`config.mk`:
```
export PLATFORM = sky130hd
export DESIGN_NAME = mem_wb_pipe_flat
export DESIGN_NICKNAME = d
export VERILOG_FILES = /design/src/rtl/mem_wb_pipe_pkg.sv /design/src/rtl/mem_wb_pipe_if.sv /design/src/rtl/mem_wb_pipe_load_align.sv /design/src/rtl/mem_wb_pipe.sv /design/src/flat_wrapper.sv
export SDC_FILE = /design/constraint.sdc
export NUM_CORES = 1
export LEC_CHECK = 0
export ABC_AREA = 1
export BUFFER_PORTS_ARGS = -buffer_cell sky130_fd_sc_hd__buf_2
export CAP_MARGIN = 20
export CELL_PAD_IN_SITES_DETAIL_PLACEMENT = 1
export CELL_PAD_IN_SITES_GLOBAL_PLACEMENT = 1
export CORE_MARGIN = 2
export CORE_UTILIZATION = 33
export CTS_CLUSTER_DIAMETER = 50
export DETAILED_ROUTE_END_ITERATION = 10
export GPL_ROUTABILITY_DRIVEN = 0
export PLACE_DENSITY_LB_ADDON = 0.1
export SLEW_MARGIN = 20
export SYNTH_ARGS = -nofsm -noshare
export SYNTH_HDL_FRONTEND = slang
export SYNTH_HIERARCHICAL = 1
export SYNTH_SLANG_ARGS = --single-unit
```
`constraint.sdc`:
```
create_clock -name clk -period 1.7 [get_ports clk]
set_clock_uncertainty 0.05 [all_clocks]
set_input_delay 0.17 -clock clk [delete_from_list [all_inputs] [get_ports clk]]
set_output_delay 0.17 -clock clk [all_outputs]
set_load 0.05 [all_outputs]
```
`src/rtl/mem_wb_pipe_pkg.sv`:
```
// Shared definitions for the RV32/RV64 pipeline stages: opcode and load
// funct3 encodings plus the MEM/WB payload record.
// The payload struct is sized for the widest configuration (64-bit data,
// up to 8-bit register index); narrower stages zero-extend into it.
package rv_pipe_pkg;

    localparam logic [6:0] OP_LOAD = 7'b0000011;

    localparam logic [2:0] F3_LB  = 3'b000;
    localparam logic [2:0] F3_LH  = 3'b001;
    localparam logic [2:0] F3_LW  = 3'b010;
    localparam logic [2:0] F3_LD  = 3'b011;
    localparam logic [2:0] F3_LBU = 3'b100;
    localparam logic [2:0] F3_LHU = 3'b101;

    localparam int PL_XLEN = 64;
    localparam int PL_RIDX = 8;

    typedef struct packed {
        logic               wer;
        logic [PL_RIDX-1:0] rd;
        logic [PL_XLEN-1:0] wbdata;
        logic               misalign;
    } memwb_t;

endpackage

```
`src/rtl/mem_wb_pipe_if.sv`:
```
// MEM/WB stage bus: upstream (EX/MEM side) and downstream (write-back side).
// Handshake: a beat moves on a rising edge where valid and ready are both 1.
// A producer holds valid and its payload stable until the beat moves; ready
// may change freely and a consumer never waits on valid to raise ready.
interface mem_wb_pipe_if #(
    parameter int XLEN = 32,
    parameter int RIDX = 5,
    parameter int OPW  = 7
);
    logic            in_valid;
    logic            in_ready;
    logic [OPW-1:0]  in_op;
    logic [2:0]      in_funct3;
    logic [XLEN-1:0] in_daddr;
    logic            in_wer;
    logic [RIDX-1:0] in_rd;
    logic [XLEN-1:0] in_regdata;
    logic [XLEN-1:0] in_drdata;

    logic            out_valid;
    logic            out_ready;
    logic            out_wer;
    logic [RIDX-1:0] out_rd;
    logic [XLEN-1:0] out_wbdata;
    logic            out_misalign;

    // Environment side: feeds the stage and accepts its results.
    modport master (
        output in_valid, in_op, in_funct3, in_daddr, in_wer, in_rd,
               in_regdata, in_drdata, out_ready,
        input  in_ready, out_valid, out_wer, out_rd, out_wbdata, out_misalign
    );

    // Stage side.
    modport slave (
        input  in_valid, in_op, in_funct3, in_daddr, in_wer, in_rd,
               in_regdata, in_drdata, out_ready,
        output in_ready, out_valid, out_wer, out_rd, out_wbdata, out_misalign
    );
endinterface

```
`src/rtl/mem_wb_pipe_load_align.sv`:
```
// Combinational load formatter: picks the addressed byte/half/word lane out
// of the raw memory word, sign- or zero-extends it, and flags misalignment.
// Non-loads pass the ALU result straight through.
module load_align
    import rv_pipe_pkg::*;
#(
    parameter  int XLEN   = 32,
    parameter  int OPW    = 7,
    localparam int LANE_W = (XLEN == 64) ? 3 : 2
) (
    input  logic [OPW-1:0]    i_op,
    input  logic [2:0]        i_funct3,
    input  logic [LANE_W-1:0] i_lane,
    input  logic [XLEN-1:0]   i_regdata,
    input  logic [XLEN-1:0]   i_drdata,
    output logic [XLEN-1:0]   o_wbdata,
    output logic              o_misalign
);
    logic            w_is_load;
    logic [XLEN-1:0] w_shifted;

    assign w_is_load = (i_op == OPW'(OP_LOAD));
    // Addressed byte moved down to bit 0; wider accesses read upward from it.
    assign w_shifted = i_drdata >> {i_lane, 3'b000};

    // Decode funct3 into extract/extend and the alignment rule for its size.
    always_comb begin
        o_wbdata   = i_regdata;
        o_misalign = 1'b0;
        if (w_is_load) begin
            o_wbdata = i_drdata;
            case (i_funct3)
                F3_LB:  o_wbdata = XLEN'($signed(w_shifted[7:0]));
                F3_LBU: o_wbdata = XLEN'(w_shifted[7:0]);
                F3_LH: begin
                    o_wbdata   = XLEN'($signed(w_shifted[15:0]));
                    o_misalign = i_lane[0];
                end
                F3_LHU: begin
                    o_wbdata   = XLEN'(w_shifted[15:0]);
                    o_misalign = i_lane[0];
                end
                F3_LW: begin
                    o_wbdata   = XLEN'($signed(w_shifted[31:0]));
                    o_misalign = (i_lane[1:0] != 2'b00);
                end
                F3_LD: begin
                    // Doubleword only exists on RV64; RV32 treats it as raw.
                    if (XLEN == 64) begin
                        o_wbdata   = w_shifted;
                        o_misalign = (i_lane != '0);
                    end
                end
                default: ;
            endcase
        end
    end
endmodule

```
`src/rtl/mem_wb_pipe.sv`:
```
// MEM/WB pipeline register with elastic valid/ready handshake, a two-entry
// (main + skid) store, flush, and in-stage load formatting.
// Optional retire counter enabled by defining MEM_WB_RETIRE_CNT_EN.
module mem_wb_pipe
    import rv_pipe_pkg::*;
#(
    parameter int XLEN = 32,
    parameter int RIDX = 5,
    parameter int OPW  = 7
) (
    input  logic        clk,
    input  logic        rst,
    input  logic        flush,
    mem_wb_pipe_if.slave bus,
    output logic [63:0] retired
);
    localparam int LANE_W = (XLEN == 64) ? 3 : 2;

    logic            r_main_valid;
    logic            r_skid_valid;
    logic            r_in_ready;
    memwb_t          r_main;
    memwb_t          r_skid;
    memwb_t          w_new;
    logic [XLEN-1:0] w_fmt_data;
    logic            w_fmt_mis;
    logic            w_up;
    logic            w_down;
    logic [XLEN+$bits(memwb_t)-1:0] w_unused;

    load_align #(.XLEN(XLEN), .OPW(OPW)) u_align (
        .i_op       (bus.in_op),
        .i_funct3   (bus.in_funct3),
        .i_lane     (bus.in_daddr[LANE_W-1:0]),
        .i_regdata  (bus.in_regdata),
        .i_drdata   (bus.in_drdata),
        .o_wbdata   (w_fmt_data),
        .o_misalign (w_fmt_mis)
    );

    // Build the captured entry; write enable is already qualified here.
    always_comb begin
        w_new          = '0;
        w_new.misalign = w_fmt_mis;
        w_new.wbdata   = PL_XLEN'(w_fmt_data);
        w_new.rd       = PL_RIDX'(bus.in_rd);
        w_new.wer      = bus.in_wer & (bus.in_rd != '0) & ~w_fmt_mis;
    end

    assign w_up   = bus.in_valid & r_in_ready;
    assign w_down = r_main_valid & bus.out_ready;

    // Upper address bits and the padding of the wide payload carry no meaning.
    assign w_unused = {bus.in_daddr, r_main};

    // Main/skid storage: main drives the outputs, skid absorbs one entry
    // accepted while main is stalled. in_ready is a flop mirroring !skid_valid.
    always_ff @(posedge clk) begin
        if (rst) begin
            r_main_valid <= 1'b0;
            r_skid_valid <= 1'b0;
            r_in_ready   <= 1'b1;
            r_main       <= '0;
            r_skid       <= '0;
        end else if (flush) begin
            r_main_valid <= 1'b0;
            r_skid_valid <= 1'b0;
            r_in_ready   <= 1'b1;
        end else if (!r_main_valid) begin
            if (w_up) begin
                r_main       <= w_new;
                r_main_valid <= 1'b1;
            end
        end else if (w_down) begin
            if (r_skid_valid) begin
                r_main       <= r_skid;
                r_skid_valid <= 1'b0;
                r_in_ready   <= 1'b1;
            end else if (w_up) begin
                r_main <= w_new;
            end else begin
                r_main_valid <= 1'b0;
            end
        end else if (w_up) begin
            r_skid       <= w_new;
            r_skid_valid <= 1'b1;
            r_in_ready   <= 1'b0;
        end
    end

    assign bus.in_ready     = r_in_ready;
    assign bus.out_valid    = r_main_valid;
    assign bus.out_wer      = r_main.wer;
    assign bus.out_rd       = r_main.rd[RIDX-1:0];
    assign bus.out_wbdata   = r_main.wbdata[XLEN-1:0];
    assign bus.out_misalign = r_main.misalign;

`ifdef MEM_WB_RETIRE_CNT_EN
    logic [63:0] r_retired;

    // Count every entry handed to write-back; wraps naturally at 2^64.
    always_ff @(posedge clk) begin
        if (rst) begin
            r_retired <= '0;
        end else if (w_down) begin
            r_retired <= r_retired + 64'd1;
        end
    end

    assign retired = r_retired;
`else
    assign retired = '0;
`endif
endmodule

```
`src/flat_wrapper.sv`:
```
// flat-port wrapper written by rule: the top's interface ports become plain ports
module mem_wb_pipe_flat import rv_pipe_pkg::*;
#(
    parameter int XLEN = 32,
    parameter int RIDX = 5,
    parameter int OPW  = 7
)
  (clk, rst, flush, retired, bus_in_valid, bus_in_op, bus_in_funct3, bus_in_daddr, bus_in_wer, bus_in_rd, bus_in_regdata, bus_in_drdata, bus_out_ready, bus_in_ready, bus_out_valid, bus_out_wer, bus_out_rd, bus_out_wbdata, bus_out_misalign);
  mem_wb_pipe_if #(.XLEN(XLEN), .RIDX(RIDX), .OPW(OPW)) bus_i ();
  input  logic clk;
  input  logic rst;
  input  logic flush;
  output logic [63:0] retired;
  input wire logic [$bits(bus_i.in_valid)-1:0] bus_in_valid;
  input wire logic [$bits(bus_i.in_op)-1:0] bus_in_op;
  input wire logic [$bits(bus_i.in_funct3)-1:0] bus_in_funct3;
  input wire logic [$bits(bus_i.in_daddr)-1:0] bus_in_daddr;
  input wire logic [$bits(bus_i.in_wer)-1:0] bus_in_wer;
  input wire logic [$bits(bus_i.in_rd)-1:0] bus_in_rd;
  input wire logic [$bits(bus_i.in_regdata)-1:0] bus_in_regdata;
  input wire logic [$bits(bus_i.in_drdata)-1:0] bus_in_drdata;
  input wire logic [$bits(bus_i.out_ready)-1:0] bus_out_ready;
  output wire logic [$bits(bus_i.in_ready)-1:0] bus_in_ready;
  output wire logic [$bits(bus_i.out_valid)-1:0] bus_out_valid;
  output wire logic [$bits(bus_i.out_wer)-1:0] bus_out_wer;
  output wire logic [$bits(bus_i.out_rd)-1:0] bus_out_rd;
  output wire logic [$bits(bus_i.out_wbdata)-1:0] bus_out_wbdata;
  output wire logic [$bits(bus_i.out_misalign)-1:0] bus_out_misalign;
  assign bus_i.in_valid = bus_in_valid;
  assign bus_i.in_op = bus_in_op;
  assign bus_i.in_funct3 = bus_in_funct3;
  assign bus_i.in_daddr = bus_in_daddr;
  assign bus_i.in_wer = bus_in_wer;
  assign bus_i.in_rd = bus_in_rd;
  assign bus_i.in_regdata = bus_in_regdata;
  assign bus_i.in_drdata = bus_in_drdata;
  assign bus_i.out_ready = bus_out_ready;
  assign bus_in_ready = bus_i.in_ready;
  assign bus_out_valid = bus_i.out_valid;
  assign bus_out_wer = bus_i.out_wer;
  assign bus_out_rd = bus_i.out_rd;
  assign bus_out_wbdata = bus_i.out_wbdata;
  assign bus_out_misalign = bus_i.out_misalign;
  mem_wb_pipe #(.XLEN(XLEN), .RIDX(RIDX), .OPW(OPW)) u_core (.clk(clk), .rst(rst), .flush(flush), .bus(bus_i), .retired(retired));
endmodule
```
==> qor.csv <==
metric,value,unit
outcome,finished clean,
ant diodes,0,
first-pass GRT wire length,28.8,mm
syn avg cell area,6.54,um2
final worst path period need,1500,ps
Overflow after GRT,0,
ratio of cells with drive above 1 in the final layout,22.4,%
Root Buffer,clkbuf_16,
die area,17000,um2
GR Util met2,37.1,%
setup bufs post-CTS,0,
Initial Util,33.5,%
Starting DRT DRC Count,352,
final worst path period share,88.5,%
Filler cells,2154,
core area,15800,um2
static leakage,3.33,nW
final wirelength,17.9,mm
clock sink total,81,
fin util,39.8,%
Critical Path RT,1890,ps
I/O pins,222,
Core Rows,46,
Peak VDD IR,646,uV
initial antenna violation count,0,
CTS tree,done,
largest net degree at the start of global routing,78,
count of buffers from port buffering,127,
Hold Fails Final Rpt,0,
vias post-DR,5520,
Worst Setup End Kind,register,
vias in the first global route,5669,
final setup fails,0,
H-tree depth,3,
GRT met1 Usage,27.7,%
Max Root-Sink Buffers,2,
drt via density,4.80,
Yosys cell types,27,
fin nets,1048,
overall routing resource usage,21.4,%
clk_lat worst skew,350,ps
CP Launch Type,register,
maxcap violations,0,
met3 Use GR,3.62,%
CP Max Fanout,36,
grt peak-use layer,met2,
DP HPWL,13.3,mm
Critical Path AT,1690,ps
CP Class,reg2reg,
Synth Register Bits,81,
cts bufs inserted,9,
Slew Limit Fails,0,
"CTS clk-pin slew, worst paths",60,ps
fmax,665,MHz
Antenna Violating Nets Remaining,0,
area grow syn2layout,18.9,%
setup_tns,0,ps
wire per inst,15.5,um
Min-Delay Path Class,in2reg,
DRC,0,
RSZ-0062 raised after global routing,false,
Synth Warn #,6,
"Cell Area, Synth",5280,um2
Power Dens Cells,893,nW/um2
sequential area share after synthesis,30.7,%
Post-Syn Instances,807,
DR pass1 iterations,4,
Vert. Die Dim,130,um
Die X,130,um
[power by group]
group	switching [mW]	leakage, nW	internal (mW)
combinational	1.03	2.51	0.328
sequential	0.0440	0.661	1.98
clock	0.765	0.162	1.46
[layout by cell type, fill, tap and decap left out, types with 3 or more instances in the layout]
cell	instances
nand2_1	192
o21ai_0	69
buf_4	31
dfxtp_1	80
nor2_1	126
o22ai_1	25
clkbuf_16	9
inv_1	24
bufinv_16	3
conb_1	64
nor2_2	3
nand2_2	9
o21bai_1	16
inv_4	3
o211ai_1	13
nand3_2	5
buf_12	5
inv_2	6
o21ai_1	26
a21oi_1	58
buf_2	127
nand3_1	27
[area by class of cell]
cell class                 count  area [um2]  share of cell area, %
tap                          216         270                   4.31
clock inverter                 3        90.1                   1.44
sequential                    81        1620                   25.9
clock buffer                  11         243                   3.87
timing repair buffer         164         978                   15.6
inverter                      34         135                   2.15
multi-input combinational    641        2940                   46.8
[state kept, by name (all words and copies together), names as in the netlist]
register and flops:
u_core/bus.out_wbdata 32, u_core/bus.out_valid 1, u_core/bus.out_rd 5, u_core/bus.out_wer 1
u_core/r_skid_valid 1, u_core/r_skid 39, u_core/bus.out_misalign 1, u_core/bus.in_ready 1
[worst max-delay path, cell delays in order (launching register included)]
cell and delay [ps]:
dfxtp_2 410, nand2_2 170, nand2_2 150, inv_2 70, nor2_8 90, buf_12 200, inv_1 50, o21ai_0 150
nor2_1 50
[Yosys cell counts]
| cell | number | area [um2] |
|---|---|---|
| conb_1 | 1 | 3.75 |
| o21bai_1 | 16 | 120 |
| nor2_1 | 126 | 473 |
| clkbuf_1 | 8 | 30.0 |
| buf_4 | 70 | 526 |
| o21ai_0 | 69 | 345 |
| o22ai_1 | 25 | 156 |
| a21oi_1 | 58 | 290 |
| dfxtp_1 | 81 | 1620 |
| nand2_4 | 2 | 22.5 |
| nand3_2 | 5 | 50.1 |
| o21ai_1 | 26 | 130 |
| o211ai_1 | 13 | 97.6 |
| buf_6 | 14 | 158 |
| a221oi_1 | 1 | 8.76 |
| nand3_1 | 27 | 135 |
| nand2_2 | 9 | 56.3 |
| nand2_1 | 192 | 721 |
| o21a_1 | 1 | 7.51 |
| inv_1 | 25 | 93.8 |
| buf_2 | 21 | 105 |
| buf_1 | 1 | 3.75 |
| nor2_4 | 2 | 22.5 |
| nor2_2 | 3 | 18.8 |
| inv_2 | 6 | 22.5 |
| inv_4 | 3 | 18.8 |
| nor2_8 | 2 | 40.0 |
[metal layers]
metal	routed length, um	vias to the layer above
met2	8560	139
met5	0	-
met4	254	0
met1	8260	2608
li1	-	2756
met3	805	17
[timing repair]
item,4_1_cts,5_1_grt
hold buffers,1,0
endpoints found under the setup margin,0,5
gates resized for setup,0,1
endpoints found under the hold margin,1,0
[stage by stage]
| stage | area, um2 | setup WS, ps | hold slack [ps] | std cells | power, mW |
|---|---|---|---|---|---|
| after floorplan | 5510 | 33.1 | 189 | 870 | 3.16 |
| after CTS | 6270 | 95.6 | 27.7 | 1150 | 5.65 |
| final | 6270 | 196 | 36.3 | 1150 | 5.60 |
| after detailed placement | 5930 | -44.7 | 330 | 1135 | 3.41 |
| after global routing | 6270 | 55.9 | 45.7 | 1150 | 5.85 |
| after global placement | 5930 | 26.2 | 319 | 1135 | 3.39 |
[final timing paths]
kind	cells after the start	slack, ps	from	endpoint
worst max-delay path	8	200	u_core/bus.out_valid	u_core/bus.out_rd[3]
worst min-delay path	3	40	bus_in_rd[2]	u_core/r_skid[67]
worst max register to register	8	200	u_core/bus.out_valid	u_core/bus.out_rd[3]
worst min register to register	2	430	u_core/bus.out_rd[0]	u_core/bus.out_rd[0]
[logic make-up after synthesis]
logic type      synth area share (%)
compound gates                  21.9
other cells                   0.0711
buf+inv                         18.1
flops                           30.7
simple gates                    29.2
(Power assumes the default switching activity.)
